## config.mk

```make
export PLATFORM = sky130hd
export DESIGN_NAME = sseg_frame_capture
export DESIGN_NICKNAME = d
export VERILOG_FILES = /design/src/rtl/sseg_frame_capture.sv
export SDC_FILE = /design/constraint.sdc
export NUM_CORES = 1
export LEC_CHECK = 0
export ABC_AREA = 1
export BUFFER_PORTS_ARGS = -buffer_cell sky130_fd_sc_hd__buf_2
export CORE_ASPECT_RATIO = 1.2
export CORE_MARGIN = 2
export CORE_UTILIZATION = 50
export DETAILED_ROUTE_END_ITERATION = 7
export GPL_TIMING_DRIVEN = 0
export HOLD_SLACK_MARGIN = 0.12
export PLACE_DENSITY = 0.69
export SYNTH_ARGS = -nofsm -noshare
export SYNTH_HDL_FRONTEND = slang
export SYNTH_SLANG_ARGS = --single-unit
```

## constraint.sdc

```tcl
create_clock -name clk -period 2.7 [get_ports clk]
set_clock_uncertainty 0.15 [all_clocks]
set_input_delay 0 -clock clk [delete_from_list [all_inputs] [get_ports clk]]
set_output_delay 0 -clock clk [all_outputs]
set_load 0.005 [all_outputs]
```

## src/rtl/sseg_frame_capture.sv

```systemverilog
// Snoops a multiplexed seven-segment bus, debounces each digit slot and
// decodes complete frames of hex nibbles onto a valid/ready output.
module sseg_frame_capture #(
  parameter int N_DIGITS      = 4,
  parameter int STABLE_CYCLES = 4
) (
  input  logic                  clk,
  input  logic                  reset,
  input  logic [N_DIGITS-1:0]   an,
  input  logic [7:0]            sseg_p,
  output logic [4*N_DIGITS-1:0] hex_out,
  output logic [N_DIGITS-1:0]   dp_out,
  output logic [N_DIGITS-1:0]   err_out,
  output logic                  frame_valid,
  input  logic                  frame_ready,
  output logic                  overrun
);

  localparam logic [7:0] LAST = 8'(STABLE_CYCLES - 1);

  logic [N_DIGITS-1:0]   samp_an;
  logic [7:0]            samp_seg;
  logic [7:0]            cnt;
  logic [7:0]            cnt_nx;
  logic [4*N_DIGITS-1:0] sh_hex;
  logic [4*N_DIGITS-1:0] sh_hex_nx;
  logic [N_DIGITS-1:0]   sh_dp;
  logic [N_DIGITS-1:0]   sh_dp_nx;
  logic [N_DIGITS-1:0]   sh_err;
  logic [N_DIGITS-1:0]   sh_err_nx;
  logic [N_DIGITS-1:0]   mask;
  logic [N_DIGITS-1:0]   mask_or;
  logic                  same;
  logic                  oh;
  logic                  capture;
  logic                  complete;
  logic [4:0]            dec;

  // {err, nibble}; unknown glyphs decode to 0 with err set
  function automatic logic [4:0] glyph(input logic [6:0] s);
    case (s)
      7'h3F:   glyph = 5'h00;
      7'h06:   glyph = 5'h01;
      7'h5B:   glyph = 5'h02;
      7'h4F:   glyph = 5'h03;
      7'h66:   glyph = 5'h04;
      7'h6D:   glyph = 5'h05;
      7'h7D:   glyph = 5'h06;
      7'h07:   glyph = 5'h07;
      7'h7F:   glyph = 5'h08;
      7'h6F:   glyph = 5'h09;
      7'h77:   glyph = 5'h0A;
      7'h7C:   glyph = 5'h0B;
      7'h39:   glyph = 5'h0C;
      7'h5E:   glyph = 5'h0D;
      7'h79:   glyph = 5'h0E;
      7'h71:   glyph = 5'h0F;
      default: glyph = 5'h10;
    endcase
  endfunction

  always_comb begin
    same = (an == samp_an) && (sseg_p == samp_seg);
    oh   = (an != '0) && ((an & (an - 1'b1)) == '0);
    if (!same || !oh)
      cnt_nx = 8'd0;
    else if (cnt == 8'hFF)
      cnt_nx = cnt;
    else
      cnt_nx = cnt + 8'd1;
    // count reaches LAST exactly once per window
    capture  = oh && (cnt_nx == LAST);
    mask_or  = mask | an;
    complete = capture && (&mask_or);
    dec      = glyph(sseg_p[6:0]);
  end

  always_comb begin
    sh_hex_nx = sh_hex;
    sh_dp_nx  = sh_dp;
    sh_err_nx = sh_err;
    for (int i = 0; i < N_DIGITS; i++) begin
      if (an[i]) begin
        sh_hex_nx[4*i +: 4] = dec[3:0];
        sh_dp_nx[i]         = sseg_p[7];
        sh_err_nx[i]        = dec[4];
      end
    end
  end

  always_ff @(posedge clk) begin
    if (reset) begin
      samp_an     <= '0;
      samp_seg    <= '0;
      cnt         <= '0;
      sh_hex      <= '0;
      sh_dp       <= '0;
      sh_err      <= '0;
      mask        <= '0;
      hex_out     <= '0;
      dp_out      <= '0;
      err_out     <= '0;
      frame_valid <= 1'b0;
      overrun     <= 1'b0;
    end else begin
      samp_an  <= an;
      samp_seg <= sseg_p;
      cnt      <= cnt_nx;
      if (capture) begin
        sh_hex <= sh_hex_nx;
        sh_dp  <= sh_dp_nx;
        sh_err <= sh_err_nx;
        mask   <= complete ? '0 : mask_or;
      end
      if (complete) begin
        if (!frame_valid || frame_ready) begin
          hex_out     <= sh_hex_nx;
          dp_out      <= sh_dp_nx;
          err_out     <= sh_err_nx;
          frame_valid <= 1'b1;
        end else begin
          overrun <= 1'b1;
        end
      end else if (frame_valid && frame_ready) begin
        frame_valid <= 1'b0;
      end
    end
  end

endmodule

```

==> results list, run 1 <==
- The run finished with clean final reports.
* Detailed-route DRC error count: 0
* Vertical extent of the die: 101 um
- Full die area: 8560 um^2
- Global routing finished with a remaining overflow of 0.
- Routed wire per std cell: 12.3 um
- Maximum number of pins on one net before global-route repair: 16
* Buffer depth of the longest clock path: 2
- Data on the critical path arrives at its endpoint at around 2.6 ns.
* Hold-critical path endpoint: mask[0]$_SDFFE_PP0P_
- Flip-flop and latch count after synthesis: 74
- Drt pass-1 iters: 4
- Area contributors post-synth: sky130_fd_sc_hd__dfxtp_1, sky130_fd_sc_hd__nand2_1, sky130_fd_sc_hd__nor2_1, sky130_fd_sc_hd__inv_1, sky130_fd_sc_hd__o21ai_0
- Violation count after the first detailed-route iteration: roughly 160
- Clk slew on worst S/H paths: about 0.09 ns
- On the worst path, the slowest cell contributes a delay of 0.36 ns.
* First-pass GRT wire length: 16800 um
- The synthesized netlist occupies a cell area of 3920 um^2.
- The floorplan step defined a core boundary enclosing 7660 um^2.
- CP required: 2.80 ns
- Counting flops with an async set or reset pin after synthesis yields a share of 0%.
* Port bufs: 38
- Post-route standard cell area excluding fillers: 4610 um^2
- Internal power component: 1.51 mW
- Cells with a size suffix above 1 make up 12.2% of the layout.
- The tree is rooted in a sky130_fd_sc_hd__clkbuf_8.
- Type of the setup path with the least slack: register to register
- For this design the static power due to leakage is 2.34 nW.
- In this run the register-to-register setup slack is roughly 0.21 ns.
* Achievable Freq: between 400 and 500 MHz
- TritonCTS built the clock tree.
* Top_reg_cell synth: sky130_fd_sc_hd__dfxtp_1
* Hold Path Cell Cnt: 2
- Once the floorplan was initialized, standard cells occupied 51.1% of the core.
- The worst hold path begins at mask[0]$_SDFFE_PP0P_.
- For this design the top-level I/O count stands at 41.
- The worst-case IR drop observed on VDD is approximately 0.00038 V.
- Summing all multi-input logic gate instances after layout gives 1990 um^2.
* Average cell area after synthesis: between 6 and 7 um^2
* Most frequently used cell type in the post-synthesis netlist: sky130_fd_sc_hd__nand2_1
* Share of the synthesized area in the top cell type: 37.8%
- Max Transition Viols Final: 0
- Together, buffers and inverters on the worst path number 2.
* Global-route usage over all layers: roughly a quarter
* Net switching power of the design: 0.602 mW
- Registers are responsible for 52.2% of the overall power.
- R2r endpoint: hex_out[13]$_SDFFE_PP0P_
* Site Rows: 35
* Number of distinct library cells after synthesis: 25
- The biggest area contributor in the post-synthesis netlist is sky130_fd_sc_hd__dfxtp_1.
- The worst path uses 92.2% of the clock period.
- In this run the worst hold path is classified as register to register.
* Fill count: 760
- The worst setup path is captured at a register.
- Detailed placement ended at an HPWL of 7440 um.
- Of the synthesized area, sequential elements account for 37.8%.
- Clock latency of the later-clocked register in the worst-skew pair: 0.35 ns
* Antenna Cells: 0
- Across all hold checks on the routed design, the worst slack comes to 0.305 ns.
- Series of cell instances along the critical path: ha_2 -> nand2_2 -> nor2_4 -> nand2_4 -> nand2_1 -> o21ai_1 -> nor2_1 -> nand4_1 -> nor2_2 -> nand4_1 -> buf_4 -> clkbuf_4 -> o21bai_1 -> nor2_1
* Depth of the worst register-to-register path: 14
* Clock Power Share: 38.7%
* # Max-Cap Violations: 0
- The number of placed instances, taps included, is 780.
- Worst flop-to-flop path startpoint: cnt[0]$_SDFF_PP0_
- Inserted Clock Buffers: 9
- Synthesis produced a netlist whose cell count is 650.
- In this run the worst path has a maximum fanout of 10.
- CP max-delay cell: sky130_fd_sc_hd__dfxtp_2
* Net count of the mapped netlist: between 600 and 700
* Combinational Power Share: 9.1%
- Once detail routing completed, the nets flagged for antenna violations numbered 0.
- From synthesis to final layout, the design area changed by 17.8%.
* Switching portion of total power: 28.4%
* Final setup violation count: 0
* TritonCTS Sinks: 74
- Number of synthesized flops with an enable pin: 0
* Worst-Margin Slew: ~0.54 ns
- The die is 84.8 um wide.
* Final std cells w/o fill: just over 800
- Power comes to 2.12 mW.
* RePlAce Congestion: 0.867
* PD cells: roughly 460 nW/um^2
- After detailed routing, the number of vias per cell comes to 4.94.
- The final layout contains routed wiring with a total length of about 10000 um.
- Slew Limit Headroom: between 60% and 70%
- During synthesis, Yosys emitted a total of 0 warnings.
- Antenna violations before repair: 0
- Critical Path Source Type: register
- Summing all flip-flop and latch instances after layout gives approximately 1500 um^2.
- Top Family by Delay on Critical Path: simple AND/OR/NAND/NOR gates
- Max H-tree Level: 3
- Ranked by instance count, the synthesized netlist is headed by sky130_fd_sc_hd__nand2_1, sky130_fd_sc_hd__nor2_1, sky130_fd_sc_hd__inv_1.
- Number of nets in the layout: 732
- Sum Neg Setup Slack: 0 ns
- Number of vias after detailed routing: 4017
- Worst setup path startpoint: cnt[0]$_SDFF_PP0_
- Number of global-route vias before repair: 3747
- Placed standard-cell area: 4220 um^2
- Final critical-path required period: ~2.5 ns
- Number of hold-slack violations in the final timing report: 0
## registers in the layout, indices dropped and copies added, names as in the netlist
name	flops
cnt	8
dp_out	4
err_out	4
frame_valid	1
hex_out	16
mask	4
overrun	1
samp_an	4
samp_seg	8
sh_dp	4
sh_err	4
sh_hex	16
## power by group through the flow
stage / combinational, mW / clock [mW] / sequential [mW]
after floorplan: 0.117 / 0 / 1.13
after global placement: 0.170 / 0 / 1.13
after detailed placement: 0.173 / 0 / 1.13
after CTS: 0.190 / 0.831 / 1.10
after global routing: 0.218 / 0.879 / 1.11
final: 0.192 / 0.820 / 1.10
## through the flow
stage               util (%)  worst slack (ns)
finish                  60.2             0.210
global route            60.2           -0.0142
CTS                     59.7             0.145
detailed placement      55.1          -0.00963
global placement        55.1            0.0169
floorplan                  -             0.586
## worst max-delay path by stage
stage,to,slack (ns),cells after the start
floorplan,hex_out[2]$_SDFFE_PP0P_,0.59,13
global placement,hex_out[14]$_SDFFE_PP0P_,0.02,13
detailed placement,hex_out[14]$_SDFFE_PP0P_,-0.01,13
CTS,overrun$_SDFFE_PP0P_,0.15,14
global route,hex_out[7]$_SDFFE_PP0P_,-0.01,14
finish,hex_out[13]$_SDFFE_PP0P_,0.21,14
## kinds of logic (layout without fill, tap and decap cells)
logic type,Yosys count,in the layout,synth area share (%)
compound gates,73,73,10.5
xor+xnor,1,1,0.224
fa+ha+maj,1,1,0.319
buf+inv,124,195,12.2
flops,74,74,37.8
simple gates,377,377,38.9
## per-layer routing
| layer | track usage (%) | routed length (um) | vias up |
|---|---|---|---|
| met4 | 7.94 | 183 | 0 |
| met3 | 3.69 | 361 | 19 |
| met2 | 45.5 | 5050 | 72 |
| met1 | 28.5 | 4430 | 1811 |
| li1 | - | - | 2115 |
| met5 | 0 | 0 | - |
## repair_timing
action / 4_1_cts / 5_1_grt
buffers inserted: 2 / 1
resized for setup: 0 / 12
endpoints found under the setup margin: 3 / 40
hold buffers: 15 / 0
endpoints found under the hold margin: 59 / 0
pin swaps: 1 / 3
## layout make-up
class	count	area share, %
clock inverters	7	1.33
inverters	105	8.60
well taps	92	2.50
clock buffers	9	2.69
repair buffers	56	7.87
flip-flops and latches	74	32.2
plain buffers	18	1.76
multi-input cells	452	43.1
## tightest hold or removal path, stage by stage (launching register included)
cell and delay [ns]:
sky130_fd_sc_hd__dfxtp_1 0.32, sky130_fd_sc_hd__inv_1 0.05, sky130_fd_sc_hd__a21oi_1 0.05
## cells in the final DEF (no fill, tap or decap), types with 9 or more instances in the layout
master / synthesis / final
sky130_fd_sc_hd__nand2_1: 201 / 200
sky130_fd_sc_hd__nor2_1: 121 / 119
sky130_fd_sc_hd__inv_1: 99 / 99
sky130_fd_sc_hd__dfxtp_1: 74 / 72
sky130_fd_sc_hd__buf_2: 8 / 45
sky130_fd_sc_hd__o21ai_0: 29 / 29
sky130_fd_sc_hd__nand3_1: 27 / 27
sky130_fd_sc_hd__a21oi_1: 24 / 24
sky130_fd_sc_hd__dlygate4sd3_1: 0 / 15
sky130_fd_sc_hd__o21bai_1: 12 / 11
sky130_fd_sc_hd__nand4_1: 10 / 10
sky130_fd_sc_hd__clkbuf_1: 9 / 9
sky130_fd_sc_hd__nor3_1: 9 / 9
sky130_fd_sc_hd__clkbuf_8: 0 / 9
Power figures use the tool's default switching activity.
==> run 2, diff against run 1 <==
CELL_PAD_IN_SITES_DETAIL_PLACEMENT = 0   (was default)
CELL_PAD_IN_SITES_GLOBAL_PLACEMENT = 1   (was default)
CORE_UTILIZATION = 41   (was 50)
PLACE_DENSITY = default   (was 0.69)
PLACE_DENSITY_LB_ADDON = 0.1   (was default)
REMOVE_ABC_BUFFERS = 1   (was default)
==> run 2 against run 1 <==
Effect of this change:
- final area rose by 3.9%
- cell count rose by 3.0%
- clock-buffer cell count rose by 3
- global-route usage fell by 4.0 points
- routed wire length barely moved
- sequential power barely moved
- register-to-register slack got worse by 0.03 ns
==> results list, run 2 (same netlist as run 1, synthesis figures left out) <==
- The run finished with clean final reports.
- In this run the clock root is driven by a sky130_fd_sc_hd__clkbuf_16.
- In this run the critical register-to-register path is launched from cnt[0]$_SDFF_PP0_.
- The overall power consumption was 2.48 mW (+17%).
- Slowest cell delay on critical path: 0.37 ns (about the same)
* Area growth, synth to finish: 22.4%
* Registers with the most flip-flops: hex_out: 16 flops, sh_hex: 16 flops
* Number of vias after detailed routing: 3982 (-0.87%)
- WP data arrival: 2.60 ns (about the same)
- Series of cell instances along the critical path: ha_1 -> nand2_1 -> nor2_4 -> nand2_4 -> nand2_1 -> o21ai_1 -> nor2_1 -> nand4_1 -> nor2_4 -> nand4_1 -> buf_4 -> buf_8 -> o21bai_1 -> nor2_1
- Fraction of final layout cells sized beyond drive strength 1: 10.6% (-1.6 points)
- The number of placement rows was 39 (+11%).
- Global-route usage over all layers: 20.5% (-4.0 points)
- Achievable Freq: 397 MHz (-1.2%)
- Antenna Cells: 0 (unchanged)
- The worst IR drop on VDD was 0.000340 V (-12%).
- STA classifies the critical path endpoint as a register.
- Core outline area: 9420 um^2 (+23%)
* Buffer depth of the longest clock path: 2 (unchanged)
* Fraction of the cycle the final worst path needs: 93.4% (+1.2 points)
* First-pass GRT wire length: 17100 um (+1.7%)
- Inserted Clock Buffers: 9 (unchanged)
- The register-to-register setup slack is 0.18 ns (-0.03 ns).
* IO Count: 41 (unchanged)
- The number of detailed-route iterations in the first pass was 4 (unchanged).
- The number of global-route vias before repair is 3821 (+2.0%).
- Wirelength, routed: 10000 um (about the same)
- PD cells: 518 nW/um^2 (+13%)
- Worst setup path startpoint: cnt[0]$_SDFF_PP0_
- Violation count after the first detailed-route iteration: 167 (+2.5%)
- The pin count of the biggest net entering global routing is 37 (+21).
- Total leakage power: 2.42 nW (+3.5%)
- The count of input and output buffers was 40 (+5.3%).
* Fill count: 1042 (+37%)
- The number of instances in the placed design was 796 (+2.1%).
* Clock latency of the later-clocked register in the worst-skew pair: 0.33 ns (-0.02 ns)
- The number of cells on the worst reg-to-reg path is 14 (unchanged).
* Post-detailed-route via-to-cell ratio: 4.76 (-3.7%)
- # Max-Cap Violations: 0 (unchanged)
- The full die area was 10400 um^2 (+21%).
* HP Class: register to register
* Critical Path Source Type: register
- The final HPWL from detailed placement is 6990 um (-6.1%).
- Start point of the worst hold path: sh_dp[2]$_SDFFE_PP0P_
- The H-tree level count came to 3 (unchanged).
* R2r endpoint: hex_out[11]$_SDFFE_PP0P_
- Final critical-path required period: 2.52 ns (+0.0314 ns)
* Final std cells w/o fill: 837 (+3.0%)
* Worst setup path endpoint: hex_out[11]$_SDFFE_PP0P_
- Grt ovf: 0 (unchanged)
- The final routed DRC violation total was 0 (unchanged).
* Number of hold-slack violations in the final timing report: 0 (unchanged)
- Max Transition Viols Final: 0 (unchanged)
- The biggest fanout along the worst timing path was 21 (+11).
- Remaining number of nets flagged by the antenna check after routing: 0 (unchanged)
* Die X: 93.2 um (+9.9%)
* CTS tree: yes
- TritonCTS Sinks: 74 (unchanged)
* Clk slew on worst S/H paths: 0.06 ns (-0.03 ns)
* Antenna violations before repair: 0 (unchanged)
- Worst-Margin Slew: 0.995 ns (+0.459 ns)
- RePlAce Congestion: 0.819 (-5.5%)
- Final setup violation count: 0 (unchanged)
- Most frequent standard cell in the layout excluding fill and tap cells: sky130_fd_sc_hd__nand2_1
- Leading cell types in the layout, fill and taps excluded: sky130_fd_sc_hd__nand2_1, sky130_fd_sc_hd__nor2_1, sky130_fd_sc_hd__inv_1
- CP max-delay cell: sky130_fd_sc_hd__dfxtp_1
- Placement-stage worst setup slack: -0.193 ns (-0.184 ns)
* Initial core utilization: 41.6% (-9.5 points)
* Vertical extent of the die: 111 um (+10%)
- The detailed-route wire length per cell is 12.0 um (-2.9%).
- The worst relative slew slack is 33.6% (-30 points).
* Number of nets in the layout: 726 (-0.82%)
- The critical path is of the register to register type.
* CP required: 2.77 ns (-0.03 ns)
- Least setup slack across all paths after layout: 0.178 ns (-0.0314 ns)
-- run 2: cell count changes in the layout (fill, tap and decap cells not counted), sizes merged --
| cell | before | now |
|---|---|---|
| clkbuf | 20 | 13 |
| dlygate4sd3 | 15 | 22 |
| buf | 48 | 45 |
| inv | 108 | 105 |
| clkinvlp | 2 | 0 |
| bufinv | 0 | 1 |
-- run 2: worst min-delay path by stage --
| stage | endpoint | slack (ns) | cells after the start |
|---|---|---|---|
| final | sh_dp[2]$_SDFFE_PP0P_ | 0.30 | 2 |
| after global routing | sh_hex[3]$_SDFFE_PP0P_ | 0.32 | 2 |
| after CTS | mask[1]$_SDFFE_PP0P_ | 0.30 | 2 |
| after detailed placement | samp_seg[1]$_SDFF_PP0_ | 0.14 | 3 |
| after global placement | samp_seg[1]$_SDFF_PP0_ | 0.13 | 3 |
| after floorplan | frame_valid$_SDFFE_PP0P_ | -0.08 | 1 |
-- run 2: timing repair --
item | in CTS | in global routing
hold endpoints to repair | 57 | 0
pin swaps | 0 | 3
cloned | 0 | 0
hold buffers | 22 | 0
buffers inserted | 0 | 4
resized for setup | 4 | 6
endpoints found under the setup margin | 15 | 34
-- run 2: area by class of cell --
type                       instances  area [um^2]  area share, %
multi-input combinational        452         1990           41.5
sequential                        74         1480           30.9
timing repair buffer              68          483           10.1
inverter                         105          399           8.32
clock buffer                      12          246           5.14
tap                              123          154           3.21
clock inverter                     3         40.0          0.835
-- run 2: through the flow --
step	utilization (%)	TNS, ns	cell area [um^2]	hold WS, ns
after detailed placement	44.8	-1.12	4220	0.140
after floorplan	-	-3.70	3830	-0.0809
after CTS	50.3	0	4740	0.298
after global routing	50.9	-0.0190	4790	0.322
after global placement	44.5	-25.21	4190	0.129
final	50.9	0	4790	0.301
-- run 2: layer usage --
layer  vias to the layer above  wire [um]  track usage [%]
met5                         -          0                0
met4                         0        167             7.06
met3                        13        217             2.45
met2                        46       4810             36.2
met1                      1817       4830             25.3
li1                       2106          -                -
-- run 2: worst max-delay path: cells and delay by family, from the launching register on --
kind	cells	cell delay, ns
AOI/OAI and AO/OA	2	0.25
adders and majority gates	1	0.20
buffers and inverters	2	0.36
DFF	1	0.37
and+or+nand+nor	9	1.06
-- run 2: power breakdown --
group          switching (mW)  internal, mW  leakage (nW)
clock network           0.450         0.733         0.142
logic                   0.127        0.0683          1.68
registers             0.00433          1.10         0.599
total                   0.581          1.90          2.42
==> run 3, diff against run 2 <==
clock period = 2.5 ns   (was 2.7 ns; I/O delays follow)
==> run 3 against run 2 <==
Effect of this change:
- clock-buffer cell count unchanged
- critical path depth stayed put
- first-iteration DRC count decreased by 5.4%
- sequential power grew 7%
- total power rose by 8.5%
- cell count grew 2.0%
- largest power group unchanged
==> results list, run 3 (same netlist as run 1, synthesis figures left out) <==
- Final critical-path required period: 2.41 ns (-0.113 ns)
- The number of antenna cells inserted is 0 (unchanged).
- Area growth, synth to finish: 29.5%
- The total clock sinks was 74 (unchanged).
- The largest incremental delay on the critical path came to 0.36 ns (about the same).
- Top Family by Delay on Critical Path: simple AND/OR/NAND/NOR gates
* Placed standard-cell area: 4220 um^2 (unchanged)
- The DRC marker count from the first detailed-route iteration was 158 (-5.4%).
- Wirelength, routed: 10600 um (+5.7%)
* Total leakage power: 2.52 nW (+3.9%)
- Crit path max fanout: 21 (unchanged)
- The area occupied by multi-input gates is 2070 um^2 (+3.9%).
- The number of placement rows was 39 (unchanged).
* Number of vias after detailed routing: 4089 (+2.7%)
- Leading cell types in the layout, fill and taps excluded: sky130_fd_sc_hd__nand2_1, sky130_fd_sc_hd__nor2_1, sky130_fd_sc_hd__inv_1
* CP required: 2.57 ns (-0.20 ns)
- Switching portion of total power: 23.4% (+0.054 points)
- Worst-Margin Slew: 1.02 ns (+0.0225 ns)
* Core outline area: 9420 um^2 (unchanged)
* Post-route standard cell area excluding fillers: 5070 um^2 (+5.8%)
- The number of global-route vias before repair is 3865 (+1.2%).
- The die boundary height was 111 um (unchanged).
- Fill count: 1014 (-2.7%)
* Detailed-route DRC error count: 0 (unchanged)
- The switching power summed over all nets is 0.632 mW (+8.8%).
- Slew Limit Headroom: 32.1% (-1.5 points)
* Number of buffers and inverters on the critical path: 2 (unchanged)
* Routed wire per std cell: 12.4 um (+3.6%)
* Final setup violation count: 0 (unchanged)
- CTS tree: yes
* RePlAce Congestion: 0.819 (unchanged)
- The data arrival time of the critical path was 2.48 ns (-0.12 ns).
* Critical Path Source Type: register
- Global-route usage over all layers: 21.2% (+0.76 points)
- PD cells: 532 nW/um^2 (+2.6%)
- The fraction of the core area covered by cells at the end of the flow is 53.9% (+2.9 points).
- The number of violations of the max-capacitance limit is 0 (unchanged).
- In this run the worst setup path terminates at hex_out[11]$_SDFFE_PP0P_.
- Initial core utilization: 41.6% (unchanged)
* Maximum number of pins on one net before global-route repair: 37 (unchanged)
- The endpoint identified for the worst register-to-register timing path is hex_out[11]$_SDFFE_PP0P_.
* Setup slack on the worst flop-to-flop path: 0.09 ns (-0.09 ns)
- The highest clock rate came to 415 MHz (+4.7%).
* Clock latency of the later-clocked register in the worst-skew pair: 0.33 ns (about the same)
- In this run the most critical hold path is launched from mask[2]$_SDFFE_PP0P_.
- The number of cells on the worst reg-to-reg path is 14 (unchanged).
- The clock-pin slew reported for the worst setup and hold paths after clock tree synthesis was 0.06 ns (about the same).
- Series of cell instances along the critical path: ha_4 -> nand2_2 -> nor2_4 -> nand2_4 -> nand2_2 -> o21ai_2 -> nor2_2 -> nand4_1 -> nor2_4 -> nand4_1 -> buf_6 -> buf_12 -> o21bai_1 -> nor2_1
- Registers with the most flip-flops: hex_out: 16 flops, sh_hex: 16 flops
* Antenna violations before repair: 0 (unchanged)
- Worst flop-to-flop path startpoint: cnt[1]$_SDFF_PP0_
* First-pass GRT wire length: 17700 um (+3.4%)
- Fraction of the cycle the final worst path needs: 96.4% (+3.0 points)
* Port bufs: 40 (unchanged)
- Half-perimeter wire length after placement: 6990 um (unchanged)
- The run finished with clean final reports.
- The H-tree level count is 3 (unchanged).
- HP Class: register to register
* Worst-case vdd ir drop: 0.000368 V (+8.2%)
* CP max-delay cell: sky130_fd_sc_hd__dfxtp_4
* Drt pass-1 iters: 5 (+1)
- Number of cells on the critical path: 14 (unchanged)
- The share of cells above drive strength 1 came to 14.5% (+3.9 points).
* Combinational Power Share: 8.4% (+0.5 points)
- Type of the setup path with the least slack: register to register
- Remaining number of nets flagged by the antenna check after routing: 0 (unchanged)
- IO Count: 41 (unchanged)
* Max Transition Viols Final: 0 (unchanged)
- Post-detailed-route via-to-cell ratio: 4.79 (+0.64%)
* Buffer depth of the longest clock path: 2 (unchanged)
* Inserted Clock Buffers: 9 (unchanged)
- The sequential fraction of design power is 44.2% (-0.3 points).
- The sequential standard cell area came to 1490 um^2 (+0.51%).
- Most frequent standard cell in the layout excluding fill and tap cells: sky130_fd_sc_hd__nand2_1
- The die extent in x was 93.2 um (unchanged).
* Type of element capturing the critical path: register
* Full die area: 10400 um^2 (unchanged)
- Internal power component: 2.06 mW (+8.5%)
- The number of failing hold endpoints at the final stage came to 0 (unchanged).
- Number of nets in the layout: 743 (+2.3%)
- Clock Root Buffer: sky130_fd_sc_hd__clkbuf_16
- Grt ovf: 0 (unchanged)
- Worst setup path startpoint: cnt[1]$_SDFF_PP0_
- Clock Power Share: 47.4% (-0.2 points)
==> run 3: cell count changes in the layout (fill, tap and decap cells not counted), moves of 3 or more <==
cell and change:
sky130_fd_sc_hd__nand2_2 +8, sky130_fd_sc_hd__buf_4 +7, sky130_fd_sc_hd__dlygate4sd3_1 +6, sky130_fd_sc_hd__nand2_1 -6
sky130_fd_sc_hd__nor2_1 -5, sky130_fd_sc_hd__buf_6 +4, sky130_fd_sc_hd__nor2_2 +4, sky130_fd_sc_hd__buf_12 +3
sky130_fd_sc_hd__buf_2 -3
==> run 3: worst min-delay path by stage <==
stage | endpoint | cells past startpoint
detailed placement | samp_seg[1]$_SDFF_PP0_ | 3
global placement | samp_seg[1]$_SDFF_PP0_ | 3
global route | sh_hex[3]$_SDFFE_PP0P_ | 2
floorplan | frame_valid$_SDFFE_PP0P_ | 1
CTS | mask[1]$_SDFFE_PP0P_ | 2
finish | mask[2]$_SDFFE_PP0P_ | 2
==> run 3: power by group through the flow <==
| stage | Clock, mW | Combinational [mW] | Sequential, mW |
|---|---|---|---|
| floorplan | 0 | 0.110 | 1.22 |
| global route | 1.37 | 0.258 | 1.19 |
| detailed placement | 0 | 0.184 | 1.22 |
| global placement | 0 | 0.182 | 1.22 |
| CTS | 1.30 | 0.220 | 1.19 |
| finish | 1.28 | 0.226 | 1.19 |
==> run 3: tightest hold or removal path: cells and delay by family, from the launching register on <==
family                 cells  cell delay (ns)
AO/OA/AOI/OAI              1             0.05
buffers and inverters      1             0.05
flip-flops                 1             0.31
==> run 3: final cells by class <==
class,instances,area share (%)
multi-input cells,454,40.8
flip-flops and latches,74,29.4
repair buffers,83,13.1
inverters,105,8.12
clock buffers,12,4.86
well taps,123,3.03
clock inverters,3,0.789
==> run 3: timing repair <==
action / CTS / global route
buffers inserted: 3 / 10
setup endpoints to repair: 39 / 54
gates resized for setup: 9 / 42
hold buffers: 28 / 0
pin swaps: 3 / 19
hold endpoints to repair: 57 / 0
cloned: 1 / 1
==> run 3: per-layer routing <==
| metal | share of wire (%) | vias to the layer above | track usage [%] |
|---|---|---|---|
| li1 | - | 2141 | - |
| met1 | 46 | 1853 | 26.3 |
| met2 | 48 | 73 | 37.0 |
| met3 | 3.5 | 22 | 2.72 |
| met4 | 2.6 | 0 | 7.94 |
| met5 | 0 | - | 0 |
==> run 3: through the flow <==
stage / hold slack [ns] / cells / power [mW] / setup slack [ns] / TNS (ns)
global route: 0.322 / 854 / 2.82 / -0.0677 / -0.948
CTS: 0.298 / 843 / 2.72 / 0.0197 / 0
floorplan: -0.0809 / 631 / 1.33 / -0.409 / -8.50
detailed placement: 0.140 / 796 / 1.40 / -0.393 / -7.23
finish: 0.299 / 854 / 2.70 / 0.0912 / 0
global placement: 0.129 / 794 / 1.40 / -1.35 / -33.00
